<file path="src/rtl/frame_writer.sv">
// Raster pixel stream to display-buffer write converter.
// Locks onto in_sof and emits {y,x}-addressed writes, with frame_done and resync pulses.
module frame_writer #(
    parameter int H_ACTIVE    = 640,
    parameter int V_ACTIVE    = 480,
    parameter int PIXEL_WIDTH = 24
) (
    input  logic                   clock,
    input  logic                   reset,
    input  logic                   in_valid,
    output logic                   in_ready,
    input  logic [PIXEL_WIDTH-1:0] in_data,
    input  logic                   in_sof,
    input  logic                   stall,
    output logic                   wr_en,
    output logic [19:0]            wr_address,
    output logic [PIXEL_WIDTH-1:0] wr_data,
    output logic                   frame_done,
    output logic                   resync,
    output logic                   busy
);

    typedef enum logic [0:0] {
        IDLE  = 1'b0,
        WRITE = 1'b1
    } state_t;

    localparam logic [9:0] X_LAST = 10'(H_ACTIVE - 1);
    localparam logic [9:0] Y_LAST = 10'(V_ACTIVE - 1);

    state_t                   state_r;
    state_t                   state_s;
    logic [9:0]               x_r;
    logic [9:0]               y_r;
    logic [9:0]               x_s;
    logic [9:0]               y_s;
    logic [9:0]               wx_s;
    logic [9:0]               wy_s;
    logic                     accept_s;
    logic                     write_s;
    logic                     done_s;
    logic                     resync_s;
    logic                     last_x_s;
    logic                     last_y_s;
    logic                     wr_en_r;
    logic [19:0]              wr_address_r;
    logic [PIXEL_WIDTH-1:0]   wr_data_r;
    logic                     frame_done_r;
    logic                     resync_r;
    logic                     busy_r;

    // Back-pressure comes only from the buffer write port.
    assign in_ready = !stall;
    assign accept_s = in_valid && !stall;

    // Write position selection, counter advance and next-state decode.
    always_comb begin
        state_s  = state_r;
        x_s      = x_r;
        y_s      = y_r;
        wx_s     = x_r;
        wy_s     = y_r;
        write_s  = 1'b0;
        done_s   = 1'b0;
        resync_s = 1'b0;
        if (accept_s) begin
            case (state_r)
                IDLE: begin
                    // Pixels before a start-of-frame are consumed and dropped.
                    if (in_sof) begin
                        write_s = 1'b1;
                        wx_s    = 10'd0;
                        wy_s    = 10'd0;
                    end else begin
                        write_s = 1'b0;
                    end
                end
                WRITE: begin
                    write_s = 1'b1;
                    if (in_sof) begin
                        resync_s = 1'b1;
                        wx_s     = 10'd0;
                        wy_s     = 10'd0;
                    end else begin
                        wx_s = x_r;
                        wy_s = y_r;
                    end
                end
                default: begin
                    write_s = 1'b0;
                    state_s = IDLE;
                end
            endcase
        end else begin
            write_s = 1'b0;
        end

        last_x_s = (wx_s == X_LAST);
        last_y_s = (wy_s == Y_LAST);

        if (write_s) begin
            if (last_x_s) begin
                x_s = 10'd0;
                if (last_y_s) begin
                    y_s     = 10'd0;
                    done_s  = 1'b1;
                    state_s = IDLE;
                end else begin
                    y_s     = wy_s + 10'd1;
                    state_s = WRITE;
                end
            end else begin
                x_s     = wx_s + 10'd1;
                y_s     = wy_s;
                state_s = WRITE;
            end
        end else begin
            x_s = x_r;
            y_s = y_r;
        end
    end

    // State, position counters and registered write-port outputs.
    always_ff @(posedge clock or posedge reset) begin
        if (reset) begin
            state_r      <= IDLE;
            x_r          <= 10'd0;
            y_r          <= 10'd0;
            wr_en_r      <= 1'b0;
            wr_address_r <= 20'd0;
            wr_data_r    <= {PIXEL_WIDTH{1'b0}};
            frame_done_r <= 1'b0;
            resync_r     <= 1'b0;
            busy_r       <= 1'b0;
        end else begin
            state_r      <= state_s;
            x_r          <= x_s;
            y_r          <= y_s;
            wr_en_r      <= write_s;
            frame_done_r <= done_s;
            resync_r     <= resync_s;
            busy_r       <= (state_s == WRITE);
            if (write_s) begin
                wr_address_r <= {wy_s, wx_s};
                wr_data_r    <= in_data;
            end else begin
                wr_address_r <= wr_address_r;
                wr_data_r    <= wr_data_r;
            end
        end
    end

    assign wr_en      = wr_en_r;
    assign wr_address = wr_address_r;
    assign wr_data    = wr_data_r;
    assign frame_done = frame_done_r;
    assign resync     = resync_r;
    assign busy       = busy_r;

endmodule

</file>
<file path="config.mk">
export PLATFORM = sky130hd
export DESIGN_NAME = frame_writer
export DESIGN_NICKNAME = d
export VERILOG_FILES = /design/src/rtl/frame_writer.sv
export SDC_FILE = /design/constraint.sdc
export NUM_CORES = 1
export LEC_CHECK = 0
export CORE_MARGIN = 2
export CORE_UTILIZATION = 45
export CTS_CLUSTER_DIAMETER = 30
export DETAILED_ROUTE_END_ITERATION = 8
export PLACE_DENSITY = 0.77
export RECOVER_POWER = 50
export SETUP_SLACK_MARGIN = 0.02
export SLEW_MARGIN = 20
export SYNTH_ARGS = -nofsm -noshare
export SYNTH_HDL_FRONTEND = slang
export SYNTH_SLANG_ARGS = --single-unit
</file>
<file path="constraint.sdc">
create_clock -name clock -period 2.1 [get_ports clock]
set_input_delay 0.525 -clock clock [delete_from_list [all_inputs] [get_ports clock]]
set_output_delay 0.525 -clock clock [all_outputs]
set_load 0.02 [all_outputs]
</file>
==> impl_metrics.env <==
export IMPL_met1_usage_pct=31.6
export IMPL_finalCritPeriodShare_pct=97.7
export IMPL_initial_utilization_pct=46.8
export IMPL_avgRoutedWirePerCell_um=15.3
export IMPL_final_cell_area_um2=4750
export IMPL_netlist_area_leader_share_pct=53.2
export IMPL_dpl_hpwl_um=6220
export IMPL_synthAdderAreaFrac_pct=0.782
export IMPL_synth_edff_count=0
export IMPL_critPathLaunchType="input port"
export IMPL_drtIter0Drc=138
export IMPL_cts_inserted_buffers=9
export IMPL_slowest_stage="or4_4"
export IMPL_insertion_delay_ps=350
export IMPL_skew_ps=6.26
export IMPL_cp_cell_sequence="buf_8, nand3b_1, buf_6, and2_4, ha_4, nand4_1, or4_4, nor4b_4, a221o_1"
export IMPL_synth_xor_area_share_pct=0.548
export IMPL_clk_pin_slew_worst_paths_ps=70
export IMPL_grt_remaining_overflow=0
export IMPL_clock_sinks=68
export IMPL_finalSetupViolations=0
export IMPL_p_clk_share_pct=34.3
export IMPL_p_leak_nw=2.17
export IMPL_final_seq_area_um2=1700
export IMPL_rows=30
export IMPL_drv_slew=0
export IMPL_internal_power_w=0.00249
export IMPL_status="finished clean"
export IMPL_vias=3043
export IMPL_netlist_area_um2=3200
export IMPL_final_common_cell="nand2_1"
export IMPL_comb_power_share_pct=21.2
export IMPL_syn_nets=393
export IMPL_n_antenna_cell=0
export IMPL_maxCapViolations=0
export IMPL_yosys_top_cells_area="dfrtp_1, nand2_1, a21oi_1"
export IMPL_cp_required_ps=2340
export IMPL_layout_drive_gt1_share_pct=19.2
export IMPL_synthArstFlopShare_pct=100
export IMPL_synth_top_flop_cell="dfrtp_1"
export IMPL_grt_max_degree=27
export IMPL_slew_headroom_pct=38.4
export IMPL_finalHoldViolCount=0
export IMPL_drtAntennaViolNets=0
export IMPL_final_cell_mix="nand2_1, clkdlybuf4s50_1, dfrtp_1, buf_4, a21oi_1"
export IMPL_drc=0
export IMPL_layout_min_cycle_time_ps=2050
export IMPL_grt_busiest_layer="met2"
export IMPL_power_switching_w=0.000964
export IMPL_cp_arrival_ps=2290
export IMPL_viasPerCell=5.25
export IMPL_timing_final_ws_setup_ps=48.8
export IMPL_cts_buffer_depth=2
export IMPL_first_pass_iters=4
export IMPL_core_area_um2=6830
export IMPL_sw_frac_of_total_pct=27.9
export IMPL_ys_seq_elements=68
export IMPL_grt_pass1_vias=3153
export IMPL_grtUsageMet2_pct=38.9
export IMPL_nFillCells=546
export IMPL_preCtsSetupSlack_ps=-766
export IMPL_ctsHoldBuffers=0
export IMPL_antenna_found_initial=0
export IMPL_path_max_fanout=7
export IMPL_multi_input_area_um2=1490
export IMPL_gp_congestion=0.907
export IMPL_tightest_slew_ps=918
export IMPL_syn_area_per_cell_um2=8.84
export IMPL_hold_path_class="flip-flop to flip-flop"
export IMPL_yosysSeqAreaShare_pct=53.2
export IMPL_cts_tree="yes"
export IMPL_rsz0062_at_grt="yes"
export IMPL_h_tree_depth=3
export IMPL_met3_usage_pct=7.46
export IMPL_yosysTopAreaCell="dfrtp_1"
export IMPL_yosys_area_share_simple_pct=27.8
export IMPL_max_stage_delay_ps=530
export IMPL_clockRootBuffer="clkbuf_8"
export IMPL_pin_count=78
export IMPL_grt_use_total_pct=24.8
export IMPL_critical_path_class="input port to flip-flop"
export IMPL_synth_distinct_cells=46
export IMPL_die_area_um2=7800
export IMPL_crit_family="simple AND/OR/NAND/NOR gates"
export IMPL_die_w_um=88.3
export IMPL_worst_setup_path_end_kind="flip-flop"
export IMPL_ir_drop_v=0.000542
export IMPL_synthMuxAreaShare_pct=0.939
export IMPL_final_nets=510
export IMPL_path_buf_inv=2
export IMPL_synth_top_family_by_area="simple AND/OR/NAND/NOR gates"
export IMPL_die_height_um=88.3
export IMPL_synth_compound_area_share_pct=12.4
export IMPL_fmax_mhz=488
export IMPL_place_port_buffers=77
export IMPL_totalWireLength_um=8900
export IMPL_grt_pass1_wl_um=14900
export IMPL_syn_to_final_growth_pct=48.5
export IMPL_power_per_cell_area_nw_per_um2=727
export IMPL_synth_cells=362
export IMPL_postPlaceCellArea_um2=4460
export IMPL_yosys_warnings=0
export IMPL_pwr_share_seq_pct=44.4
[state kept, by name, summed over array words and instances (netlist names)]
register	cells
x_r	10
wr_data	24
wr_en	1
wr_address	20
frame_done	1
resync	1
y_r	10
busy	1
[routing by layer]
layer | part of all wire [%] | wire, um
met1 | 42 | 3770
met2 | 47 | 4170
met3 | 8.8 | 782
met4 | 1.9 | 173
met5 | 0 | 0
[worst reg2reg max path, stage by stage, from the launching register on]
cell	delay [ps]
dfrtp_1	440
or3b_1	420
or4_4	540
nor4b_4	150
a221o_1	290
[power by group through the flow]
stage               Clock, W  Combinational [W]  Sequential, W
finish               0.00119           0.000733        0.00153
global route         0.00127           0.000801        0.00155
CTS                  0.00120           0.000740        0.00153
detailed placement         0           0.000734        0.00155
global placement           0           0.000716        0.00155
floorplan                  0           0.000229        0.00166
[what timing repair did]
item	4_1_cts	5_1_grt
pin swaps	5	6
setup endpoints to repair	22	4
endpoints found under the hold margin	0	0
setup buffers	2	0
resized for setup	21	10
[kinds of logic (layout without fill, tap and decap cells)]
family | Yosys count | after routing
AO/OA/AOI/OAI | 65 | 65
flip-flops | 68 | 68
multiplexers | 3 | 3
adder cells (fa/ha/maj) | 2 | 2
XOR/XNOR | 2 | 2
AND/OR/NAND/NOR | 193 | 193
buffers and inverters | 29 | 151
[synth_stat cells, types with 2 or more instances]
master      n
or3_1       2
nor2b_1     8
a31o_2      2
a221o_1     2
or3b_1      2
dfrtp_1    68
a31oi_1     3
clkbuf_1   16
a21oi_1    26
nor3_1      3
o41ai_1     2
nand3b_1    2
mux2i_1     3
xor2_1      2
inv_1       7
nand3_1     8
o21ai_0    18
buf_6       4
nand4_1     8
and3_1      3
o31ai_1     4
nand2_1   127
nor4_1      2
and2_1      5
or4_1       2
and3b_1     2
nor2_1     11
ha_1        2
[area by class of cell]
cell class / instances / area share (%)
sequential: 68 / 35.9
multi-input combinational: 265 / 31.4
timing repair buffer: 127 / 25.0
clock buffer: 11 / 2.98
tap: 96 / 2.53
clock inverter: 5 / 1.58
inverter: 8 / 0.659
[through the flow]
stage | std cells | TNS [ps] | hold WS [ps] | utilization (%) | total power, W
6_report | 580 | 0 | 474 | 69.5 | 0.00345
5_1_grt | 580 | -29.5 | 503 | 69.5 | 0.00362
4_1_cts | 580 | 0 | 478 | 69.1 | 0.00347
3_5_place_dp | 562 | -12350 | 462 | 65.3 | 0.00228
3_3_place_gp | 562 | -10850 | 457 | 65.3 | 0.00226
2_1_floorplan | 362 | -1170 | 500 | - | 0.00189
[final timing paths]
| kind | startpoint | to | slack (ps) | cells after the start |
|---|---|---|---|---|
| min in group asynchronous | reset | wr_data[12]$_DFFE_PP0P_ | 780 | 2 |
| setup / recovery | in_sof | y_r[0]$_DFFE_PP0P_ | 50 | 9 |
| hold reg to reg | wr_data[5]$_DFFE_PP0P_ | wr_data[5]$_DFFE_PP0P_ | 470 | 2 |
| hold / removal | wr_data[5]$_DFFE_PP0P_ | wr_data[5]$_DFFE_PP0P_ | 470 | 2 |
| max in group asynchronous | reset | y_r[4]$_DFFE_PP0P_ | 290 | 3 |
| setup reg to reg | y_r[9]$_DFFE_PP0P_ | y_r[0]$_DFFE_PP0P_ | 160 | 4 |
Power figures use the tool's default switching activity.
